[src/rtl/hilo_mdu_ctrl.sv]
// EX-stage multiply/divide sequencer and HI/LO register owner.
// Runs the MUL_STAGES multiply wait or the 32-step restoring divide, then commits once.
module hilo_mdu_ctrl #(
  parameter int unsigned MUL_STAGES = 2
) (
  input  logic        clk,
  input  logic        rst,
  input  logic        start_i,
  input  logic [7:0]  op_i,
  input  logic [31:0] a_i,
  input  logic [31:0] b_i,
  input  logic        flush_i,
  input  logic        stall_ext_i,
  output logic        stall_o,
  output logic        busy_o,
  output logic [31:0] hi_o,
  output logic [31:0] lo_o,
  output logic        hilo_we_o
);

  localparam int unsigned W  = 32;
  localparam int unsigned CW = 5;

  localparam logic [7:0] EXE_MULT_OP  = 8'b0001_1000;
  localparam logic [7:0] EXE_MULTU_OP = 8'b0001_1001;
  localparam logic [7:0] EXE_DIV_OP   = 8'b0001_1010;
  localparam logic [7:0] EXE_DIVU_OP  = 8'b0001_1011;
  localparam logic [7:0] EXE_MTHI_OP  = 8'b0001_0001;
  localparam logic [7:0] EXE_MTLO_OP  = 8'b0001_0011;

  typedef enum logic [2:0] {
    IDLE    = 3'd0,
    MUL     = 3'd1,
    DIV     = 3'd2,
    DIV_FIX = 3'd3,
    COMMIT  = 3'd4
  } state_t;

  state_t         state;
  logic [CW-1:0]  cnt;
  logic [W-1:0]   op_a;
  logic [W-1:0]   op_b;
  logic           mul_signed;
  logic [W-1:0]   q_r;
  logic [W-1:0]   r_r;
  logic [W-1:0]   d_r;
  logic           neg_q;
  logic           neg_r;
  logic [W-1:0]   staged_hi;
  logic [W-1:0]   staged_lo;

  logic           is_mul_c;
  logic           is_div_c;
  logic           div_signed_c;
  logic           a_neg_c;
  logic           b_neg_c;
  logic [W-1:0]   a_abs_c;
  logic [W-1:0]   b_abs_c;
  logic [2*W-1:0] mul_a_ext;
  logic [2*W-1:0] mul_b_ext;
  logic [2*W-1:0] product;
  logic [W:0]     trial;
  logic [W:0]     diff;
  logic           ge;
  logic [W-1:0]   r_next;
  logic [W-1:0]   q_next;

  // Decode of the incoming HILO-writing instruction
  assign is_mul_c     = (op_i == EXE_MULT_OP) | (op_i == EXE_MULTU_OP);
  assign is_div_c     = (op_i == EXE_DIV_OP)  | (op_i == EXE_DIVU_OP);
  assign div_signed_c = (op_i == EXE_DIV_OP);
  assign a_neg_c      = div_signed_c & a_i[W-1];
  assign b_neg_c      = div_signed_c & b_i[W-1];
  assign a_abs_c      = a_neg_c ? W'(-a_i) : a_i;
  assign b_abs_c      = b_neg_c ? W'(-b_i) : b_i;

  assign stall_o = ~flush_i &
                   (((state == IDLE) & start_i & (is_mul_c | is_div_c)) |
                    (state == MUL) | (state == DIV) | (state == DIV_FIX));

  // Sign/zero extension lets one 64-bit multiplier serve MULT and MULTU
  assign mul_a_ext = {{W{mul_signed & op_a[W-1]}}, op_a};
  assign mul_b_ext = {{W{mul_signed & op_b[W-1]}}, op_b};
  assign product   = mul_a_ext * mul_b_ext;

  // Restoring step; the 33-bit trial keeps the bit shifted out of the remainder
  assign trial  = {r_r, q_r[W-1]};
  assign diff   = trial - {1'b0, d_r};
  assign ge     = ~diff[W];
  assign r_next = ge ? diff[W-1:0] : trial[W-1:0];
  assign q_next = {q_r[W-2:0], ge};

  always_ff @(posedge clk or posedge rst) begin
    if (rst) begin
      state      <= IDLE;
      cnt        <= '0;
      op_a       <= '0;
      op_b       <= '0;
      mul_signed <= 1'b0;
      q_r        <= '0;
      r_r        <= '0;
      d_r        <= '0;
      neg_q      <= 1'b0;
      neg_r      <= 1'b0;
      staged_hi  <= '0;
      staged_lo  <= '0;
      hi_o       <= '0;
      lo_o       <= '0;
      hilo_we_o  <= 1'b0;
      busy_o     <= 1'b0;
    end else begin
      hilo_we_o <= 1'b0;
      if (flush_i) begin
        state  <= IDLE;
        busy_o <= 1'b0;
      end else begin
        case (state)
          IDLE: begin
            if (start_i & ~stall_ext_i) begin
              if (is_mul_c) begin
                op_a       <= a_i;
                op_b       <= b_i;
                mul_signed <= (op_i == EXE_MULT_OP);
                cnt        <= CW'(MUL_STAGES - 1);
                state      <= MUL;
                busy_o     <= 1'b1;
              end else if (is_div_c) begin
                op_a   <= a_i;
                op_b   <= b_i;
                q_r    <= a_abs_c;
                r_r    <= '0;
                d_r    <= b_abs_c;
                neg_q  <= a_neg_c ^ b_neg_c;
                neg_r  <= a_neg_c;
                cnt    <= CW'(31);
                state  <= DIV;
                busy_o <= 1'b1;
              end else if (op_i == EXE_MTHI_OP) begin
                hi_o      <= a_i;
                hilo_we_o <= 1'b1;
              end else if (op_i == EXE_MTLO_OP) begin
                lo_o      <= a_i;
                hilo_we_o <= 1'b1;
              end
            end
          end
          MUL: begin
            cnt <= cnt - CW'(1);
            if (cnt == '0) begin
              staged_hi <= product[2*W-1:W];
              staged_lo <= product[W-1:0];
              state     <= COMMIT;
            end
          end
          DIV: begin
            r_r <= r_next;
            q_r <= q_next;
            cnt <= cnt - CW'(1);
            if (cnt == '0) state <= DIV_FIX;
          end
          DIV_FIX: begin
            // Divide by zero reports all-ones quotient and the raw dividend
            if (d_r == '0) begin
              staged_lo <= '1;
              staged_hi <= op_a;
            end else begin
              staged_lo <= neg_q ? W'(-q_r) : q_r;
              staged_hi <= neg_r ? W'(-r_r) : r_r;
            end
            state <= COMMIT;
          end
          COMMIT: begin
            if (~stall_ext_i) begin
              hi_o      <= staged_hi;
              lo_o      <= staged_lo;
              hilo_we_o <= 1'b1;
              state     <= IDLE;
              busy_o    <= 1'b0;
            end
          end
          default: begin
            state  <= IDLE;
            busy_o <= 1'b0;
          end
        endcase
      end
    end
  end

endmodule

[config.mk]
export PLATFORM = sky130hd
export DESIGN_NAME = hilo_mdu_ctrl
export DESIGN_NICKNAME = d
export VERILOG_FILES = /design/src/rtl/hilo_mdu_ctrl.sv
export SDC_FILE = /design/constraint.sdc
export NUM_CORES = 2
export LEC_CHECK = 0
export ABC_AREA = 1
export BUFFER_PORTS_ARGS = -buffer_cell sky130_fd_sc_hd__buf_2
export CAP_MARGIN = 10
export CELL_PAD_IN_SITES_DETAIL_PLACEMENT = 1
export CELL_PAD_IN_SITES_GLOBAL_PLACEMENT = 1
export CORE_ASPECT_RATIO = 0.8
export CORE_MARGIN = 4
export CORE_UTILIZATION = 49
export CTS_CLUSTER_DIAMETER = 100
export DETAILED_ROUTE_END_ITERATION = 10
export PLACE_DENSITY = 0.93
export RECOVER_POWER = 100
export SLEW_MARGIN = 20
export SYNTH_ARGS = -nofsm -noshare
export SYNTH_HDL_FRONTEND = slang
export SYNTH_SLANG_ARGS = --single-unit
export TNS_END_PERCENT = 5
[constraint.sdc]
create_clock -name clk -period 14.85 [get_ports clk]
set_clock_uncertainty 0.1 [all_clocks]
set_input_delay 2.97 -clock clk [delete_from_list [all_inputs] [get_ports clk]]
set_output_delay 2.97 -clock clk [all_outputs]
set_load 0.005 [all_outputs]
==> results.md <==
* Share of layout cells above drive strength 1 at 0.03602
* Rows at 113
* Hold Fails Final Rpt at 0
* Seq/Total Area, Yosys at 0.1277
* Dpl hpwl at 197800 um
* First drt pass iteration count at 6
* CP max FO at 35
* Synth area leaders: fa_1 38%, nand2_1 14%, dfrtp_1 13%, inv_1 12%, ha_1 5.3%
* Time the worst path needs with I/O delays and setup at 9.967 ns
* Required @ worst endpoint at 15.01 ns
* Synth Instances at 7824
* Fin cells at 9359
* Most frequent cells in the layout: 2177 x nand2_1, 1871 x inv_1, 1125 x fa_1
* Mean number of vias per cell at 5.801
* Worst-Skew Late Latency at 0.59 ns
* Status: finished, violations left
* Die area at 0.1260 mm2
* P&R area growth vs syn at 5.136%
* Commonest non-fill, non-tap cell in the layout: nand2_1
* Critical path class: register to register
* Maximum clock rate at 100.3 MHz
* Post-cts sizing count at 0
* Largest area contributor in the netlist: fa_1
* Drt wl/cell at 25.80 um
* CTS tree: done
* Crit path largest cell delay at 1.84 ns
* Port bufs at 143
* Hold Path Class: register to register
* Synth Warn # at 0
* Total number of vias at 54.29k
* Syn avg cell area at 7.539 um2
* RSZ-0062 raised after global routing: no
* Post-CTS setup buffer count at 0
* Max Cap Violations at 12
* Post-Syn Nets at 9277
* Post-route cell area at 0.06201 mm2
* Crit path to: staged_hi[6]
* CP Capture Type: register
* Buffer depth of the longest clock path at 3
* Num ports at 144
* Synth Register Bits at 301
* Largest net degree at the start of global routing at 124
* Antenna Nets Post-Route at 0
* # hold bufs at CTS at 0
* Main flop type after synthesis: dfrtp_1
* CP dominant cell by count: inv_1
* Number of placed instances, taps included at 9291
* Drt total wl at 241400 um
* Reg2reg start: op_a[15]
* Total gr overflow at 0
* Reg2reg path depth at 29
* Setup slack, reg-to-reg at 4.88 ns
* Async SR Flop Fraction at 1.000
* Initial antenna violation count at 10
* R2r endpoint: staged_hi[6]
* Fin crit share at 0.6712
* Number of synthesized flops with an enable pin at 0
* Initial DRC count at 5293
* Setup_tns at 0 ns
* Mapped Area at 0.05898 mm2
* Die width at 395.9 um
* Initial Utilization at 0.4954
* Synth unique cells at 51
* DRC Markers at 0
* Setup crit start: op_a[15]
* Fin. max-slew vios at 691
* RePlAce Congestion at 0.9950
* Failing checks: capacitance limit, slew limit
* CP Launch Type: register
* Die height at 318.3 um
* Post-synth top area share at 0.3822
* Nets at 9173
* Placed cell area at 0.06091 mm2
* Crit path DAT at 10.13 ns
* Htree depth at 2
* Worst rel slew slack at -2.979
* Clock Pin Slew Worst Setup and Hold Paths at 0.06 ns
* CP max stage cell: clkbuf_1
* Worst-Margin Slew at 5.969 ns
* # setup viols final at 0
* Vias in the first global route at 60.69k
* First-pass GRT wire length at 368200 um
* CTS buffer count at 37
* Clock Tree Root: clkbuf_16
* All-Layer GR Usage at 0.3846
* Core area at 0.1190 mm2
* CTS Sinks at 301
==> registers in the layout, summed over array words and instances, names as in the netlist <==
register and flops:
op_b 32, mul_signed 1, hi_o 32, d_r 32, neg_r 1, staged_hi 32, q_r 32, state 3
r_r 32, busy_o 1, lo_o 32, op_a 32, staged_lo 32, cnt 5, neg_q 1, hilo_we_o 1
==> critical path: cells and delay by family, from the launching register on <==
| kind | cells | cell delay [ns] |
|---|---|---|
| buf+inv | 10 | 2.50 |
| fa+ha+maj | 9 | 4.71 |
| compound gates | 1 | 0.14 |
| simple gates | 9 | 1.81 |
| flops | 1 | 0.33 |
==> logic make-up (layout without fill, tap and decap cells) <==
| kind of cell | after synthesis | in the layout | share of synthesized area |
|---|---|---|---|
| other | 0 | 4 | 0 |
| xor gates and xnor gates | 90 | 90 | 0.01336 |
| buffers and inverters | 2251 | 2172 | 0.1445 |
| muxes | 33 | 33 | 0.006300 |
| AOI/OAI and AO/OA | 746 | 746 | 0.06839 |
| and+or+nand+nor | 3027 | 3027 | 0.2045 |
| adders and majority gates | 1376 | 1376 | 0.4352 |
| DFF | 301 | 301 | 0.1277 |
==> area by class of cell <==
cell class / instances / area (um2)
fill: 15060 / 57040
multi-input combinational: 5272 / 42910
sequential: 301 / 7533
inverter: 1882 / 7066
tap: 1610 / 2014
timing repair buffer: 226 / 1231
clock buffer: 51 / 1069
clock inverter: 13 / 173.9
antenna: 4 / 10.01
==> how the worst min path moves through the flow <==
stage,from,endpoint,slack [ns],cells past startpoint
global placement,op_a[12],op_a[12],0.36,2
CTS,hi_o[14],hi_o[14],0.38,1
global route,hi_o[24],hi_o[24],0.40,1
finish,hi_o[24],hi_o[24],0.38,1
detailed placement,hi_o[5],hi_o[5],0.36,1
floorplan,d_r[29],d_r[29],0.35,2
==> per-stage QoR <==
step           hold slack (ns)  setup slack [ns]  utilization
2_1_floorplan           0.3491             3.462            -
3_3_place_gp            0.3562             6.196       0.5116
3_5_place_dp            0.3621             5.796       0.5116
4_1_cts                 0.3791             5.761       0.5221
5_1_grt                 0.3960             3.883       0.5209
6_report                0.3789             4.883       0.5209
==> layer usage <==
| metal | vias up | global-route usage | wire length (um) |
|---|---|---|---|
| met2 | 3125 | 0.6063 | 109700 |
| li1 | 22700 | - | - |
| met4 | 8 | 0.1780 | 13060 |
| met3 | 841 | 0.09986 | 26380 |
| met1 | 27620 | 0.4985 | 92290 |
| met5 | - | 0 | 57 |
==> cells in the mapped netlist, drive strengths merged (8+ instances only) <==
library cell,n
inv,1880
buf,45
nor3,37
nor4,8
a21oi,298
o211ai,23
a31oi,22
nand3b,17
dfrtp,301
ha,250
xnor2,24
xor2,66
nand2,2180
a21o,33
mux2,33
o21ai,326
o21bai,16
clkbuf,324
fa,1126
nand4,48
nor2,457
nand3,268
Power is not shown: default switching activity piles up to over one toggle a cycle in this logic, so the estimate is an artifact.
